===== config.mk =====
export PLATFORM = sky130hd
export DESIGN_NAME = cal_seq_ctrl_flat
export DESIGN_NICKNAME = d
export VERILOG_FILES = /design/src/rtl/cal_seq_pkg.sv /design/src/rtl/cal_seq_ctrl_if.sv /design/src/rtl/cal_seq_timer.sv /design/src/rtl/cal_seq_ctrl.sv /design/src/flat_wrapper.sv
export SDC_FILE = /design/constraint.sdc
export NUM_CORES = 1
export LEC_CHECK = 0
export CAP_MARGIN = 20
export CORE_ASPECT_RATIO = 0.7
export CORE_MARGIN = 2
export CORE_UTILIZATION = 55
export CTS_BUF_LIST = sky130_fd_sc_hd__clkbuf_16
export CTS_CLUSTER_DIAMETER = 50
export CTS_CLUSTER_SIZE = 16
export DETAILED_ROUTE_END_ITERATION = 10
export PLACE_DENSITY = 0.91
export RECOVER_POWER = 100
export SYNTH_ARGS = -nofsm -noshare
export SYNTH_HDL_FRONTEND = slang
export SYNTH_SLANG_ARGS = --single-unit
export TNS_END_PERCENT = 100

===== constraint.sdc =====
create_clock -name clk_sys -period 4.2 [get_ports clk_sys]
set_input_delay 1.26 -clock clk_sys [delete_from_list [all_inputs] [get_ports clk_sys]]
set_output_delay 1.26 -clock clk_sys [all_outputs]
set_load 0.01 [all_outputs]

===== src/rtl/cal_seq_pkg.sv =====
// Shared types and default widths for the CAL calibration sequencer.
package cal_seq_pkg;

  localparam int unsigned PARA_W = 6;   // cal_para / base / step width
  localparam int unsigned NUM_W  = 7;   // step count width (0..64)
  localparam int unsigned TIM_W  = 16;  // settle / dwell counter width

  typedef enum logic [2:0] {
    StIdle,
    StLoad,
    StSettle,
    StDwell,
    StGap,
    StDone
  } state_e;

endpackage


===== src/rtl/cal_seq_ctrl_if.sv =====
// Host-side control/config and CAL-side drive signals of the sequencer.
// Optional cfg_loop port exists only when CAL_SEQ_LOOP_EN is defined.
interface cal_seq_ctrl_if #(
  parameter int unsigned PARA_W = cal_seq_pkg::PARA_W,
  parameter int unsigned NUM_W  = cal_seq_pkg::NUM_W,
  parameter int unsigned TIM_W  = cal_seq_pkg::TIM_W
);
  logic              seq_start;
  logic              seq_abort;
  logic [PARA_W-1:0] cfg_para_base;
  logic [PARA_W-1:0] cfg_para_step;
  logic [NUM_W-1:0]  cfg_num_steps;
  logic [TIM_W-1:0]  cfg_settle;
  logic [TIM_W-1:0]  cfg_dwell;
`ifdef CAL_SEQ_LOOP_EN
  logic              cfg_loop;
`endif
  logic              cal_load;
  logic [PARA_W-1:0] cal_para;
  logic              cal_start;
  logic              busy;
  logic              done;
  logic              aborted;
  logic [NUM_W-1:0]  step_idx;

  modport master (
`ifdef CAL_SEQ_LOOP_EN
    output cfg_loop,
`endif
    output seq_start, seq_abort, cfg_para_base, cfg_para_step, cfg_num_steps,
    output cfg_settle, cfg_dwell,
    input  cal_load, cal_para, cal_start, busy, done, aborted, step_idx
  );

  modport slave (
`ifdef CAL_SEQ_LOOP_EN
    input  cfg_loop,
`endif
    input  seq_start, seq_abort, cfg_para_base, cfg_para_step, cfg_num_steps,
    input  cfg_settle, cfg_dwell,
    output cal_load, cal_para, cal_start, busy, done, aborted, step_idx
  );
endinterface


===== src/rtl/cal_seq_timer.sv =====
// Loadable down-counter with terminal-count flag, shared by SETTLE and DWELL.
module cal_seq_timer #(
  parameter int unsigned TIM_W = cal_seq_pkg::TIM_W
) (
  input  logic             clk_sys,
  input  logic             rst,
  input  logic             load_i,
  input  logic [TIM_W-1:0] load_val_i,
  output logic             tc_o
);
  logic [TIM_W-1:0] cnt_q;

  // Load takes priority; otherwise count down and park at zero.
  always_ff @(posedge clk_sys or posedge rst) begin
    if (rst) begin
      cnt_q <= '0;
    end else if (load_i) begin
      cnt_q <= load_val_i;
    end else if (cnt_q != '0) begin
      cnt_q <= cnt_q - TIM_W'(1);
    end
  end

  assign tc_o = (cnt_q == '0);
endmodule


===== src/rtl/cal_seq_ctrl.sv =====
// CAL calibration sweep sequencer: LOAD -> SETTLE -> DWELL -> GAP per step.
// Optional feature macro: CAL_SEQ_LOOP_EN (adds cfg_loop, endless sweep).
module cal_seq_ctrl #(
  parameter int unsigned PARA_W = cal_seq_pkg::PARA_W,
  parameter int unsigned NUM_W  = cal_seq_pkg::NUM_W,
  parameter int unsigned TIM_W  = cal_seq_pkg::TIM_W
) (
  input logic           clk_sys,
  input logic           rst,
  cal_seq_ctrl_if.slave bus
);
  import cal_seq_pkg::*;

  state_e            state_q, state_d;
  logic [NUM_W-1:0]  idx_q, idx_d;
  logic [PARA_W-1:0] para_q, para_d;
  logic [PARA_W-1:0] step_q;
  logic [NUM_W-1:0]  num_q;
  logic [TIM_W-1:0]  settle_q, dwell_q;
`ifdef CAL_SEQ_LOOP_EN
  logic [PARA_W-1:0] base_q;
  logic              loop_q;
`endif
  logic              latch;
  logic              abort_d;
  logic              tmr_load;
  logic [TIM_W-1:0]  tmr_val;
  logic              tmr_tc;
  logic              cal_load_q, cal_start_q, busy_q, done_q, aborted_q;

  cal_seq_timer #(
    .TIM_W(TIM_W)
  ) u_timer (
    .clk_sys    (clk_sys),
    .rst        (rst),
    .load_i     (tmr_load),
    .load_val_i (tmr_val),
    .tc_o       (tmr_tc)
  );

  // Next-state, step datapath and timer load decode.
  always_comb begin
    state_d  = state_q;
    idx_d    = idx_q;
    para_d   = para_q;
    latch    = 1'b0;
    abort_d  = 1'b0;
    tmr_load = 1'b0;
    tmr_val  = '0;
    unique case (state_q)
      StIdle: begin
        if (bus.seq_start) begin
          latch = 1'b1;
          if (bus.cfg_num_steps == '0) begin
            state_d = StDone;
          end else begin
            state_d = StLoad;
            idx_d   = '0;
            para_d  = bus.cfg_para_base;
          end
        end
      end
      StLoad: begin
        tmr_load = 1'b1;
        if (settle_q != '0) begin
          state_d = StSettle;
          tmr_val = settle_q - TIM_W'(1);
        end else begin
          state_d = StDwell;
          tmr_val = dwell_q - TIM_W'(1);
        end
      end
      StSettle: begin
        if (tmr_tc) begin
          state_d  = StDwell;
          tmr_load = 1'b1;
          tmr_val  = dwell_q - TIM_W'(1);
        end
      end
      StDwell: begin
        if (tmr_tc) state_d = StGap;
      end
      StGap: begin
        if (idx_q == num_q - NUM_W'(1)) begin
`ifdef CAL_SEQ_LOOP_EN
          if (loop_q) begin
            state_d = StLoad;
            idx_d   = '0;
            para_d  = base_q;
          end else begin
            state_d = StDone;
          end
`else
          state_d = StDone;
`endif
        end else begin
          state_d = StLoad;
          idx_d   = idx_q + NUM_W'(1);
          para_d  = para_q + step_q;
        end
      end
      StDone: state_d = StIdle;
      default: state_d = StIdle;
    endcase
    // Abort overrides everything outside IDLE and freezes step_idx/para.
    if (state_q != StIdle && bus.seq_abort) begin
      state_d = StIdle;
      abort_d = 1'b1;
      idx_d   = idx_q;
      para_d  = para_q;
    end
  end

  // State and step datapath registers.
  always_ff @(posedge clk_sys or posedge rst) begin
    if (rst) begin
      state_q <= StIdle;
      idx_q   <= '0;
      para_q  <= '0;
    end else begin
      state_q <= state_d;
      idx_q   <= idx_d;
      para_q  <= para_d;
    end
  end

  // Configuration snapshot taken when a start is accepted.
  always_ff @(posedge clk_sys or posedge rst) begin
    if (rst) begin
      step_q   <= '0;
      num_q    <= '0;
      settle_q <= '0;
      dwell_q  <= '0;
`ifdef CAL_SEQ_LOOP_EN
      base_q   <= '0;
      loop_q   <= 1'b0;
`endif
    end else if (latch) begin
      step_q   <= bus.cfg_para_step;
      num_q    <= bus.cfg_num_steps;
      settle_q <= bus.cfg_settle;
      dwell_q  <= (bus.cfg_dwell == '0) ? TIM_W'(1) : bus.cfg_dwell;
`ifdef CAL_SEQ_LOOP_EN
      base_q   <= bus.cfg_para_base;
      loop_q   <= bus.cfg_loop;
`endif
    end
  end

  // Registered outputs decoded from the next state so they align with it.
  always_ff @(posedge clk_sys or posedge rst) begin
    if (rst) begin
      cal_load_q  <= 1'b0;
      cal_start_q <= 1'b0;
      busy_q      <= 1'b0;
      done_q      <= 1'b0;
      aborted_q   <= 1'b0;
    end else begin
      cal_load_q  <= (state_d == StLoad);
      cal_start_q <= (state_d == StDwell);
      busy_q      <= (state_d != StIdle);
      done_q      <= (state_d == StDone);
      aborted_q   <= abort_d;
    end
  end

  assign bus.cal_load  = cal_load_q;
  assign bus.cal_para  = para_q;
  assign bus.cal_start = cal_start_q;
  assign bus.busy      = busy_q;
  assign bus.done      = done_q;
  assign bus.aborted   = aborted_q;
  assign bus.step_idx  = idx_q;
endmodule


===== src/flat_wrapper.sv =====
// flat-port wrapper written by rule: the top's interface ports become plain ports
module cal_seq_ctrl_flat import cal_seq_pkg::*;
#(
  parameter int unsigned PARA_W = cal_seq_pkg::PARA_W,
  parameter int unsigned NUM_W  = cal_seq_pkg::NUM_W,
  parameter int unsigned TIM_W  = cal_seq_pkg::TIM_W
)
  (clk_sys, rst, bus_seq_start, bus_seq_abort, bus_cfg_para_base, bus_cfg_para_step, bus_cfg_num_steps, bus_cfg_settle, bus_cfg_dwell, bus_cal_load, bus_cal_para, bus_cal_start, bus_busy, bus_done, bus_aborted, bus_step_idx);
  cal_seq_ctrl_if #(.PARA_W(PARA_W), .NUM_W(NUM_W), .TIM_W(TIM_W)) bus_i ();
  input logic clk_sys;
  input logic rst;
  input wire logic [$bits(bus_i.seq_start)-1:0] bus_seq_start;
  input wire logic [$bits(bus_i.seq_abort)-1:0] bus_seq_abort;
  input wire logic [$bits(bus_i.cfg_para_base)-1:0] bus_cfg_para_base;
  input wire logic [$bits(bus_i.cfg_para_step)-1:0] bus_cfg_para_step;
  input wire logic [$bits(bus_i.cfg_num_steps)-1:0] bus_cfg_num_steps;
  input wire logic [$bits(bus_i.cfg_settle)-1:0] bus_cfg_settle;
  input wire logic [$bits(bus_i.cfg_dwell)-1:0] bus_cfg_dwell;
  output wire logic [$bits(bus_i.cal_load)-1:0] bus_cal_load;
  output wire logic [$bits(bus_i.cal_para)-1:0] bus_cal_para;
  output wire logic [$bits(bus_i.cal_start)-1:0] bus_cal_start;
  output wire logic [$bits(bus_i.busy)-1:0] bus_busy;
  output wire logic [$bits(bus_i.done)-1:0] bus_done;
  output wire logic [$bits(bus_i.aborted)-1:0] bus_aborted;
  output wire logic [$bits(bus_i.step_idx)-1:0] bus_step_idx;
  assign bus_i.seq_start = bus_seq_start;
  assign bus_i.seq_abort = bus_seq_abort;
  assign bus_i.cfg_para_base = bus_cfg_para_base;
  assign bus_i.cfg_para_step = bus_cfg_para_step;
  assign bus_i.cfg_num_steps = bus_cfg_num_steps;
  assign bus_i.cfg_settle = bus_cfg_settle;
  assign bus_i.cfg_dwell = bus_cfg_dwell;
  assign bus_cal_load = bus_i.cal_load;
  assign bus_cal_para = bus_i.cal_para;
  assign bus_cal_start = bus_i.cal_start;
  assign bus_busy = bus_i.busy;
  assign bus_done = bus_i.done;
  assign bus_aborted = bus_i.aborted;
  assign bus_step_idx = bus_i.step_idx;
  cal_seq_ctrl #(.PARA_W(PARA_W), .NUM_W(NUM_W), .TIM_W(TIM_W)) u_core (.clk_sys(clk_sys), .rst(rst), .bus(bus_i));
endmodule

==> results.toml <==
[finish]
antennaDiodeCount = 0
num-fill-cells = 594
area_delta_synth_final_pct = 23.8
final_layout_size_suffix_gt1_share_pct = 13.0
regArea_mm2 = 0.00205
multiInputGateArea_mm2 = 0.00260
final_core_utilization_pct = 70.2
final_nets = 624

[timing]
fin_crit_ns = 3.50
postLayoutSetupSlackWorst_ns = 0.695
rsz0062_at_grt = "no"
relSlewSlack_pct = -43.0
hold_viol_final = 0
finalSetupTns_ns = 0
fin_skew_ns = 0.00530
setup_violations = 0
worst_pin_slew_ns = 2.13
finalCritPeriodShare_pct = 83.4
whs_ns = 0.511
fmax_ghz = 0.285
maxSlewViolCount = 50

[clocking]
postCtsHoldBufs = 0
cts-htree-levels = 3
postCtsSetupRepairBufs = 0
clkSinkCount = 82
clkLatencyLatePin_ns = 0.34
clockBufferDepth = 2
cts-root-buf = "clkbuf_16"
cts_buffers = 9
ctsResizeCount = 0
clkTransAtPathRegs_ns = 0.06
cts_tree = "built"

[power]
p_clk_share_pct = 21.9
irDropWorstVdd_uv = 384
comb_power_share_pct = 41.2
leakage_nw = 2.39
powerDensity_mw_per_mm2 = 701
p_sw_mw = 1.62
power.internal_mw = 2.56
p_seq_share_pct = 36.9
sw_frac_of_total_pct = 38.8

[critical_path]
critPathMaxStageDelay_ns = 1.06
path_max_fanout = 10
critPathKind = "reg2reg"
critPathSlowestCell = "o21ai_0"
cp.arrival_ns = 3.73
cp.required_ns = 4.43
start_kind = "register"
crit_path_end_kind = "register"
path_cells = "inv_1 > ha_1 > or4b_1 > or3_1 > o21ai_0 > nand2_4 > a211o_1 > a32o_1"

[synth]
synth_edf_count = 0
synth_seq_cells = 82
synthCells = 486
ys.flop_type = "dfrtp_1"
muxShareOfSynthArea_pct = 9.56
ys_seq_area_share_pct = 42.7
synth_fp_nets = 554
synth_top_area_share_pct = 42.7
synthAdderAreaFrac_pct = 3.75
synth_top_cell_by_area = "dfrtp_1"
synth-xor-area-share_pct = 8.02
synth_top_family_by_area = "simple AND/OR/NAND/NOR gates"
synthesis.area_mm2 = 0.00480
synth_commonest_cells = "dfrtp_1, nand2_1, mux2_2"
synthSimpleGateAreaFrac_pct = 19.3
synth.most_common_cell = "dfrtp_1"
async_flop_share_pct = 100
synth_area_leaders = "dfrtp_1, mux2_2, xnor2_1"
synth.avg_cell_area_um2 = 9.89
yosys_warnings = 0
synth-compound-area-share_pct = 13.8
synth_cell_types = 65

[die]
die_x_um = 116
initial_core_util_pct = 56.7
dieHeight_um = 82.2
dieArea_mm2 = 0.00951
ioPinCount = 73
rows = 28
core_area_mm2 = 0.00848

[placement]
pre_cts_slack_ns = 0.826
io_buffers = 72
routabilityCongestion = 0.992
dp.final_hpwl_mm = 9.21

[routing]
dr_total_vias = 4219
firstDrtPassIters = 5
post_drt_wl_per_cell_um = 18.7
drt_iter0_markers = 436
viasPerCell = 6.20
drtAntennaViolNets = 0
wirelength_mm = 12.7
post-route-drc-count = 0

[global_route]
grt_usage_pct = 28.6
grt_first_pass_wirelength_mm = 20.8
grt_pass1_vias = 4221
antenna_found_initial = 0
grt_remaining_overflow = 0
grt_max_degree = 54

[flow_run]
max_cap_violations = 1

[min_path]
hold_class = "reg2reg"

[run_status]
violations = "capacitance limit, slew limit"
outcome = "finished, violations left"
path summary, 6_finish.rpt:
path / startpoint / endpoint / slack [ns] / cells after the start
min reg2reg: u_core.step_q[4]$_DFFE_PP0P_ / u_core.step_q[4]$_DFFE_PP0P_ / 0.51 / 1
min in group asynchronous: rst / u_core.dwell_q[2]$_DFFE_PP0P_ / 1.94 / 2
max reg2reg: u_core.u_timer.cnt_q[0]$_DFFE_PP0P_ / u_core.u_timer.cnt_q[5]$_DFFE_PP0P_ / 0.70 / 8
max: u_core.u_timer.cnt_q[0]$_DFFE_PP0P_ / u_core.u_timer.cnt_q[5]$_DFFE_PP0P_ / 0.70 / 8
min: u_core.step_q[4]$_DFFE_PP0P_ / u_core.step_q[4]$_DFFE_PP0P_ / 0.51 / 1
max in group asynchronous: rst / u_core.bus.done$_DFF_PP0_ / 0.99 / 3
routing by layer:
metal | routed length [um] | vias to the layer above | GRT usage (%)
met2 | 5930 | 227 | 46.9
met4 | 251 | 0 | 9.52
met3 | 1040 | 29 | 6.35
met1 | 5510 | 2060 | 38.2
met5 | 0 | - | 0
li1 | - | 1903 | -
metrics by stage:
| step | instance area, um2 | cells | total power, mW |
|---|---|---|---|
| floorplan | 4800 | 486 | 2.68 |
| global placement | 5630 | 665 | 3.09 |
| detailed placement | 5630 | 665 | 3.22 |
| CTS | 5970 | 681 | 4.16 |
| global route | 5950 | 681 | 4.41 |
| finish | 5950 | 681 | 4.17 |
state kept, by name, indices dropped and copies added (netlist names):
| register | cells |
|---|---|
| u_core.bus.done | 1 |
| u_core.bus.step_idx | 7 |
| u_core.u_timer.cnt_q | 16 |
| u_core.settle_q | 16 |
| u_core.step_q | 6 |
| u_core.bus.cal_para | 6 |
| u_core.bus.cal_load | 1 |
| u_core.bus.cal_start | 1 |
| u_core.bus.aborted | 1 |
| u_core.dwell_q | 16 |
| u_core.bus.busy | 1 |
| u_core.num_q | 7 |
| u_core.state_q | 3 |
logic make-up after synthesis:
logic type	count (synthesis)
AND/OR/NAND/NOR	174
AO/OA/AOI/OAI	98
flip-flops	82
XOR/XNOR	44
multiplexers	41
buffers and inverters	33
adder cells (fa/ha/maj)	14
power groups by stage:
| stage | Sequential [mW] | Combinational, mW | Clock, mW |
|---|---|---|---|
| floorplan | 1.44 | 1.24 | 0 |
| global placement | 1.50 | 1.59 | 0 |
| detailed placement | 1.54 | 1.68 | 0 |
| CTS | 1.53 | 1.72 | 0.915 |
| global route | 1.59 | 1.87 | 0.953 |
| finish | 1.54 | 1.72 | 0.913 |
cells in the final DEF, fill, tap and decap left out, drive strengths merged, types with 4 or more instances in the layout:
cell	Yosys	routed
or3	5	5
o2bb2ai	4	4
a31oi	6	6
a211oi	4	4
xor2	19	19
nor3	20	20
nor2	38	38
nor4	15	15
a22oi	5	5
nand4	4	4
nand3b	6	6
and3	5	5
nand2	41	41
clkbuf	15	12
a2bb2oi	4	4
xnor2	25	25
nand3	9	9
ha	12	12
or4	4	4
inv	15	14
dfrtp	82	82
nand2b	8	8
mux2	39	39
dlygate4sd3	0	21
nor2b	6	6
a21oi	20	20
o21ai	28	28
clkdlybuf4s50	0	51
worst max-delay path: cells and delay by family (launching register included):
family / cells / cell delay, ns
adder cells (fa/ha/maj): 1 / 0.16
AND/OR/NAND/NOR: 3 / 1.14
flip-flops: 1 / 0.41
buffers and inverters: 1 / 0.10
AO/OA/AOI/OAI: 3 / 1.58
final cells by class:
cell class,count,share of cell area [%]
clock buffers,9,3.79
clock inverters,7,1.98
inverters,15,0.967
multi-input cells,371,43.7
flip-flops and latches,82,34.5
well taps,120,2.52
repair buffers,77,12.6
Note: power is estimated with default switching activity, not from simulation.
